--- config.mk ---
export PLATFORM = sky130hd
export DESIGN_NAME = snake_move_control
export DESIGN_NICKNAME = d
export VERILOG_FILES = /design/src/rtl/snake_move_control.sv
export SDC_FILE = /design/constraint.sdc
export NUM_CORES = 1
export LEC_CHECK = 0
export BUFFER_PORTS_ARGS = -buffer_cell sky130_fd_sc_hd__buf_4
export CAP_MARGIN = 0
export CORE_MARGIN = 3
export CORE_UTILIZATION = 28
export DETAILED_ROUTE_END_ITERATION = 10
export PLACE_DENSITY = 0.54
export SLEW_MARGIN = 15
export SYNTH_ARGS = -nofsm -noshare
export SYNTH_HDL_FRONTEND = slang
export SYNTH_SLANG_ARGS = --single-unit
--- constraint.sdc ---
create_clock -name CLK -period 16.8 [get_ports CLK]
set_input_delay 1.68 -clock CLK [delete_from_list [all_inputs] [get_ports CLK]]
set_output_delay 1.68 -clock CLK [all_outputs]
set_load 0.05 [all_outputs]
--- src/rtl/snake_move_control.sv ---
// rtl/snake_move_control.sv - snake movement, growth and collision control
module snake_move_control #(
  parameter int MOVE_PERIOD = 2500000,
  parameter int STEP        = 10
) (
  input  logic         CLK,
  input  logic         RST,
  input  logic [3:0]   Dir_Key,
  input  logic         Start,
  input  logic         Food_Eaten,
  output logic [175:0] Seg_X,
  output logic [175:0] Seg_Y,
  output logic [15:0]  Seg_En,
  output logic         Game_Over,
  output logic         Move_Tick
);

  typedef enum logic [1:0] {
    S_IDLE = 2'd0,
    S_RUN  = 2'd1,
    S_OVER = 2'd2
  } state_t;

  localparam logic [1:0]  D_UP      = 2'd0;
  localparam logic [1:0]  D_DOWN    = 2'd1;
  localparam logic [1:0]  D_LEFT    = 2'd2;
  localparam logic [1:0]  D_RIGHT   = 2'd3;
  localparam logic [23:0] LAST_TICK = 24'(MOVE_PERIOD - 1);
  localparam logic [10:0] STEP_PX   = 11'(STEP);
  localparam logic [10:0] X_MIN     = 11'd20;
  localparam logic [10:0] X_MAX     = 11'd280;
  localparam logic [10:0] Y_MIN     = 11'd20;
  localparam logic [10:0] Y_MAX     = 11'd290;
  localparam logic [10:0] INIT_Y    = 11'd100;
  localparam logic [4:0]  INIT_LEN  = 5'd3;
  localparam logic [4:0]  MAX_LEN   = 5'd16;

  function automatic logic [10:0] init_x(input int k);
    return (k < 3) ? 11'(100 - 10 * k) : 11'd80;
  endfunction

  state_t      r_state;
  state_t      w_next_state;
  logic [10:0] r_x [16];
  logic [10:0] r_y [16];
  logic [4:0]  r_len;
  logic [4:0]  w_len_next;
  logic [1:0]  r_dir;
  logic [1:0]  r_pend;
  logic [1:0]  w_key_dir;
  logic [1:0]  w_ref_dir;
  logic [23:0] r_timer;
  logic        r_grow;
  logic        r_tick;
  logic        r_over;
  logic [15:0] r_en;
  logic [15:0] w_en_next;
  logic        w_start_run;
  logic        w_move;
  logic        w_key_ok;
  logic        w_hit_wall;
  logic        w_hit_body;
  logic        w_hit;
  logic        w_step;
  logic        w_grow_now;
  logic [10:0] w_nx;
  logic [10:0] w_ny;

  assign w_start_run = ((r_state == S_IDLE) || (r_state == S_OVER)) && Start;
  assign w_move      = (r_state == S_RUN) && (r_timer == LAST_TICK);

  always_comb begin
    w_key_dir = D_RIGHT;
    if (Dir_Key[3])      w_key_dir = D_UP;
    else if (Dir_Key[2]) w_key_dir = D_DOWN;
    else if (Dir_Key[1]) w_key_dir = D_LEFT;
  end

  // Reversal is judged against the direction in force after this edge, so the
  // pending direction can never be the opposite of the applied one.
  assign w_ref_dir = w_move ? r_pend : r_dir;
  assign w_key_ok  = (|Dir_Key) && (w_key_dir != (w_ref_dir ^ 2'b01));

  always_comb begin
    w_nx = r_x[0];
    w_ny = r_y[0];
    case (r_pend)
      D_UP:    w_ny = r_y[0] - STEP_PX;
      D_DOWN:  w_ny = r_y[0] + STEP_PX;
      D_LEFT:  w_nx = r_x[0] - STEP_PX;
      default: w_nx = r_x[0] + STEP_PX;
    endcase
  end

  assign w_hit_wall = (w_nx < X_MIN) || (w_nx > X_MAX) || (w_ny < Y_MIN) || (w_ny > Y_MAX);

  // The tail segment vacates its cell on this move, so only k <= length-2 counts.
  always_comb begin
    w_hit_body = 1'b0;
    for (int k = 0; k < 16; k++) begin
      if ((r_x[k] == w_nx) && (r_y[k] == w_ny) && ((5'(k) + 5'd2) <= r_len))
        w_hit_body = 1'b1;
    end
  end

  assign w_hit      = w_hit_wall || w_hit_body;
  assign w_step     = w_move && !w_hit;
  assign w_grow_now = r_grow || Food_Eaten;
  assign w_len_next = (w_step && w_grow_now && (r_len != MAX_LEN)) ? r_len + 5'd1 : r_len;

  always_comb begin
    w_en_next = 16'h0000;
    for (int k = 0; k < 16; k++) begin
      w_en_next[k] = (5'(k) < w_len_next);
    end
  end

  always_ff @(posedge CLK or posedge RST) begin
    if (RST) r_state <= S_IDLE;
    else     r_state <= w_next_state;
  end

  always_comb begin
    w_next_state = r_state;
    case (r_state)
      S_IDLE:  if (Start) w_next_state = S_RUN;
      S_RUN:   if (w_move && w_hit) w_next_state = S_OVER;
      S_OVER:  if (Start) w_next_state = S_RUN;
      default: w_next_state = S_IDLE;
    endcase
  end

  always_ff @(posedge CLK or posedge RST) begin
    if (RST) begin
      for (int k = 0; k < 16; k++) begin
        r_x[k] <= init_x(k);
        r_y[k] <= INIT_Y;
      end
      r_len   <= INIT_LEN;
      r_dir   <= D_RIGHT;
      r_pend  <= D_RIGHT;
      r_timer <= 24'd0;
      r_grow  <= 1'b0;
      r_tick  <= 1'b0;
      r_over  <= 1'b0;
      r_en    <= 16'h0000;
    end else begin
      r_tick <= w_step;
      r_over <= (w_next_state == S_OVER);
      if (w_start_run) begin
        for (int k = 0; k < 16; k++) begin
          r_x[k] <= init_x(k);
          r_y[k] <= INIT_Y;
        end
        r_len   <= INIT_LEN;
        r_dir   <= D_RIGHT;
        r_pend  <= D_RIGHT;
        r_timer <= 24'd0;
        r_grow  <= 1'b0;
        r_en    <= 16'h0007;
      end else if (r_state == S_RUN) begin
        r_timer <= w_move ? 24'd0 : r_timer + 24'd1;
        if (w_key_ok) r_pend <= w_key_dir;
        if (w_step) begin
          for (int k = 15; k > 0; k--) begin
            r_x[k] <= r_x[k-1];
            r_y[k] <= r_y[k-1];
          end
          r_x[0] <= w_nx;
          r_y[0] <= w_ny;
          r_dir  <= r_pend;
          if (w_grow_now) r_grow <= 1'b0;
        end else if (Food_Eaten) begin
          r_grow <= 1'b1;
        end
        r_len <= w_len_next;
        r_en  <= w_en_next;
      end else begin
        r_timer <= 24'd0;
      end
    end
  end

  for (genvar g = 0; g < 16; g++) begin : g_pack
    assign Seg_X[11*g +: 11] = r_x[g];
    assign Seg_Y[11*g +: 11] = r_y[g];
  end

  assign Seg_En    = r_en;
  assign Game_Over = r_over;
  assign Move_Tick = r_tick;

endmodule
==> flow_summary.yaml, run 1 <==
synth:
  ys_seq_area_frac: 0.425
  synth.distinct_cells: 103
  ys_ff_latch: 373
  synth_warnings: 0
  netlist_area_sq_um: 22200
  async_flop_share: 1.00
  synth_ff_type: "dfrtp_1"
  syn_avg_cell_area_sq_um: 9.73
  yosys-top-cells-area: "dfrtp_1 (32%), dfstp_2 (11%), a32o_1 (9.6%)"
  yosysTopAreaCellShare: 0.320
  synth_top_cell_by_area: "dfrtp_1"
  synth_edf_count: 0
  postSynthCellCount: 2286
setup_path:
  path_buf_inv: 4
  timing.critical_path.mode_cell: "buf_4"
  cp_slowest_cell: "o221a_1"
  criticalPathCategory: "flip-flop to flip-flop"
  required_ns: 17.31
  crit_chain: "nor2b_1, inv_2, ha_1, nand4b_1, nand2_1, o2bb2ai_1, buf_4, o221a_1, xnor2_1, a2111oi_0, o211a_1, nand4_1, o2111ai_1, nor4_4, and2_4, buf_4, buf_4, a32o_1"
  slowest_delay_ns: 0.92
  endpoint_kind: "flip-flop"
  startpoint_type: "flip-flop"
  arrival_ns: 9.50
  worstPathMaxFanout: 85
  critPathTopFamily: "simple AND/OR/NAND/NOR gates"
floorplan:
  fp.dieH_microns: 288
  rows: 102
  ios: 378
  die-area_sq_um: 82800
  core_sq_um: 78100
  start_util: 0.285
  die_w_microns: 288
power:
  peakVddDrop_v: 0.0000569
  internal-power_uw: 1530
  seq_power_share: 0.417
  p_sw_uw: 628
  p_comb_frac: 0.141
  p_sw_frac: 0.291
  pwr-share-clk: 0.442
  leakage_uw: 0.0113
  p_per_area_nw_per_um2: 80.3
flow_run:
  maxCapViolCount: 0
grt:
  antenna_found_initial: 3
  track_usage: 0.250
  grt_pass1_wl_microns: 151000
  grt_pass1_vias: 19800
  grt_remaining_overflow: 0
  grt_start_max_net_pins: 246
cts:
  cts_inserted_buffers: 44
  cts_buffer_depth: 3
  hold_buffers: 0
  clkSinkCount: 373
  cts_tree: "built"
  cts_setup_buffers: 0
  clk_pin_slew_ns: 0.06
  ctsResizeCount: 0
  clock_latency_ns: 0.59
  root_buffer: "clkbuf_16"
  htreeDepth: 2
timing:
  final.period_utilization: 0.535
  hold_viol_final: 0
  setup_viol_count_final: 0
  slew_headroom: 0.123
  worst_pin_slew_ns: 1.31
  finalMaxSlewViolations: 0
  skew_ns: 0.0234
  fmax_mhz: 111
  tns_ns: 0
  period_needed_ns: 8.98
  rsz0062_at_grt: "false"
route:
  vias: 20600
  dr.first_iter.drc_count: 2523
  avgViaCountPerCell: 5.74
  drc: 0
  ant_nets: 0
  detail_route.wl_per_cell_microns: 29.8
  wl_microns: 107000
  firstDrtPassIters: 6
layout:
  area_delta_synth_final_pct: 21.2
  fin_area_sq_um: 26900
  final_common_cell: "buf_4"
  final_cell_mix: "buf_4 (382), dfrtp_1 (284), nor2_1 (263)"
  drive_gt1_frac: 0.232
  layout.nets: 2535
  n_antenna_cell: 0
run_status:
  status: "finished clean"
placement:
  io_buffer_count: 345
  dpl_cell_area_sq_um: 25500
  dp_hpwl_microns: 80000
  gp_congestion: 1.00
worst_hold_path:
  min_path_type: "flip-flop to flip-flop"
## synthesized netlist by cell type (21+ instances only)
cell type	count
xor2_1	131
a32o_1	213
a21oi_1	135
xnor2_1	195
buf_2	75
nand4_1	39
nor3_1	48
inv_1	30
buf_4	40
dfstp_2	89
a31oi_1	21
dfrtp_1	284
nand3_1	65
nor4_1	31
nor2_1	264
clkbuf_1	106
and3_1	23
o21ai_0	65
nand2_1	83
## logic make-up (layout without fill, tap and decap cells)
logic type | Yosys count | after routing | synth area share
AO/OA/AOI/OAI | 623 | 623 | 0.219
XOR/XNOR | 333 | 333 | 0.135
adder cells (fa/ha/maj) | 15 | 15 | 0.00878
buffers and inverters | 268 | 496 | 0.0569
flip-flops | 373 | 373 | 0.425
multiplexers | 18 | 18 | 0.00895
other | 1 | 32 | 0.000169
AND/OR/NAND/NOR | 655 | 655 | 0.146
## routing by layer
layer | track usage | part of all wire | vias up
met5 | 0 | 0.00013 | -
met4 | 0.0912 | 0.040 | 2
met3 | 0.0493 | 0.081 | 178
met2 | 0.397 | 0.46 | 997
met1 | 0.338 | 0.42 | 10600
li1 | - | - | 8851
## power groups by stage
| stage | Clock [uW] | Combinational [uW] | Sequential, uW |
|---|---|---|---|
| floorplan | 0 | 200 | 916 |
| global placement | 0 | 302 | 916 |
| detailed placement | 0 | 299 | 917 |
| CTS | 978 | 301 | 901 |
| global route | 1010 | 320 | 901 |
| finish | 956 | 305 | 901 |
## stage by stage
| stage | setup slack [ns] | power (uW) | util | cells | hold slack [ns] |
|---|---|---|---|---|---|
| floorplan | 4.91 | 1120 | - | 2317 | 0.463 |
| global placement | 8.16 | 1220 | 0.327 | 3506 | 0.465 |
| detailed placement | 8.02 | 1220 | 0.327 | 3506 | 0.469 |
| CTS | 8.00 | 2180 | 0.345 | 3585 | 0.483 |
| global route | 7.44 | 2230 | 0.345 | 3585 | 0.503 |
| finish | 7.82 | 2160 | 0.345 | 3585 | 0.477 |
## path summary, 6_finish.rpt
kind                       startpoint         end  slack [ns]  cells after the start
setup / recovery            r_pend[1]  Seg_X[118]        7.82                     18
hold / removal              Seg_En[7]   Seg_En[7]        0.48                      1
setup reg to reg            r_pend[1]  Seg_X[118]        7.82                     18
hold reg to reg             Seg_En[7]   Seg_En[7]        0.48                      1
max in group asynchronous         RST   Seg_Y[76]       13.39                      4
min in group asynchronous         RST  Seg_Y[111]        1.26                      2
## flip-flops by register name, summed over array words and instances (netlist names)
name / count
Game_Over: 1
r_timer: 24
Seg_En: 15
r_dir: 2
r_grow: 1
r_pend: 2
Seg_Y: 160
r_len: 5
Seg_X: 160
Move_Tick: 1
r_state: 2
## final cells by class
type                    instances  area [sq um]
multi-input cells            1676         11700
fillers                      7989         51200
well taps                    1040          1300
flip-flops and latches        373          9450
clock inverters                17           163
clock buffers                  62          1240
repair buffers                385          2930
inverters                      32           128
Power figures use the tool's default switching activity.
==> run 2: changes to the inputs <==
Settings changed: PLACE_DENSITY 0.54 to 0.55.
Clock period 16.8 ns to 7.8 ns, I/O delays scaled along.
==> run 2 against run 1 <==
Clock skew decreased by 0.0023 ns. Critical path depth unchanged. Worst hold slack got worse by 0.11 ns. Sequential share of layout area decreased by 0.64 points. Flip-flop and latch count unchanged. Clock power increased by 130%. Power increased by 120%. Largest cell class unchanged. Highest routed layer unchanged.
==> flow_summary.yaml, run 2 (synthesis results as in run 1) <==
layout:
  fin_util: 0.351
  area_delta_synth_final_pct: 23.4
  final_common_cell: "buf_4"
  layout.nets: 2571
  fin_area_sq_um: 27400
  final_cell_mix: "buf_4 (409), dfrtp_1 (284), nor2_1 (263)"
  num-fill-cells: 7992
  n_antenna_cell: 0
  drive_gt1_frac: 0.244
route:
  detail_route.wl_per_cell_microns: 29.8
  avgViaCountPerCell: 5.68
  firstDrtPassIters: 6
  drc: 0
  vias: 20600
  dr.first_iter.drc_count: 2326
  wl_microns: 108000
  ant_nets: 0
grt:
  grt_start_max_net_pins: 161
  antenna_found_initial: 5
  grt_pass1_wl_microns: 153000
  grt_remaining_overflow: 0
  grt_pass1_vias: 19900
  track_usage: 0.253
timing:
  worst_pin_slew_ns: 1.16
  tns_ns: 0
  final.period_utilization: 0.893
  fmax_mhz: 144
  worst_slack_ns: 0.832
  hold_viol_final: 0
  skew_ns: 0.0211
  finalMaxSlewViolations: 0
  slew_headroom: 0.220
  period_needed_ns: 6.97
  rsz0062_at_grt: "false"
  setup_viol_count_final: 0
placement:
  dpl_cell_area_sq_um: 25900
  io_buffer_count: 345
  dp_hpwl_microns: 82800
  gp_congestion: 1.00
  dp_slack_ns: 1.00
floorplan:
  die_w_microns: 288
  core_sq_um: 78100
  fp.dieH_microns: 288
  ios: 378
  rows: 102
  start_util: 0.285
  die-area_sq_um: 82800
cts:
  cts_setup_buffers: 0
  hold_buffers: 0
  ctsResizeCount: 0
  clock_latency_ns: 0.60
  cts_buffer_depth: 3
  clkSinkCount: 373
  clk_pin_slew_ns: 0.06
  root_buffer: "clkbuf_16"
  cts_tree: "built"
  cts_inserted_buffers: 45
  htreeDepth: 2
power:
  leakage_uw: 0.0116
  peakVddDrop_v: 0.000141
  p_per_area_nw_per_um2: 176
setup_path:
  crit_start: "r_pend[1]"
  startpoint_type: "flip-flop"
  endpoint_kind: "flip-flop"
  ff2ff_path_depth: 18
  arrival_ns: 7.45
  required_ns: 8.28
  reg2reg_from: "r_pend[1]"
  rr_endpoint: "Seg_X[4]"
  ff2ff_setup_slack_ns: 0.83
  worstPathMaxFanout: 10
  criticalPathCategory: "flip-flop to flip-flop"
worst_hold_path:
  min_path_type: "input pin to async pin"
flow_run:
  maxCapViolCount: 0
run_status:
  status: "finished clean"
[run 2: cell types whose count changed in the layout (fill, tap and decap cells not counted), sizes merged]
cell and change:
clkinvlp -3, buf +35, bufinv +3, clkinv +4, clkbuf +1
[run 2: worst max path at each step]
stage	slack (ns)	endpoint	cells after the start
5_1_grt	0.73	Seg_En[0]	17
4_1_cts	0.98	Seg_En[0]	16
3_5_place_dp	1.00	Seg_En[0]	16
3_3_place_gp	0.98	Seg_En[0]	16
2_1_floorplan	2.08	Game_Over	1
6_report	0.83	Seg_X[4]	18
[run 2: worst max-delay path, cell delays in order (launching register included)]
cell and delay [ns]:
dfstp_2 0.58, nand2b_1 0.68, inv_2 0.18, fa_1 0.90
nand2b_1 0.17, nand2_1 0.46, xnor2_1 0.23, or4_1 0.55
a2111oi_0 0.75, nand4_1 0.36, nor4_1 0.25, a32oi_1 0.19
o311ai_1 0.28, nor4_4 0.22, and2_4 0.26, nor2_1 0.33
buf_4 0.22, o21ai_0 0.09, o31ai_1 0.13
[run 2: cell type report]
type                    count  area (sq um)  area share
flip-flops and latches    373          9450       0.344
inverters                  32           124     0.00451
multi-input cells        1676         11700       0.427
repair buffers            420          3290       0.120
well taps                1040          1300      0.0474
clock buffers              63          1280      0.0468
clock inverters            21           277      0.0101
[run 2: per-stage QoR]
step                      hold slack, ns  std cells  power [uW]
after floorplan                    0.463       2317        2410
after global placement             0.466       3541        2630
after detailed placement           0.474       3541        2630
after CTS                          0.367       3625        4870
after global routing               0.409       3625        4990
final                              0.368       3625        4840
[run 2: layer usage]
metal	vias up	track usage	wire length, microns
li1	8944	-	-
met1	10600	0.349	46800
met2	913	0.413	51100
met3	140	0.0366	6860
met4	4	0.0741	3360
met5	-	0	31
[run 2: report_power, final]
group | switching [uW] | leakage, uW | internal (uW) | total [uW]
Sequential | 1.56 | 0.00476 | 1940 | 1940
Combinational | 476 | 0.00607 | 191 | 667
Clock | 908 | 0.000770 | 1330 | 2230
Total | 1390 | 0.0116 | 3460 | 4840
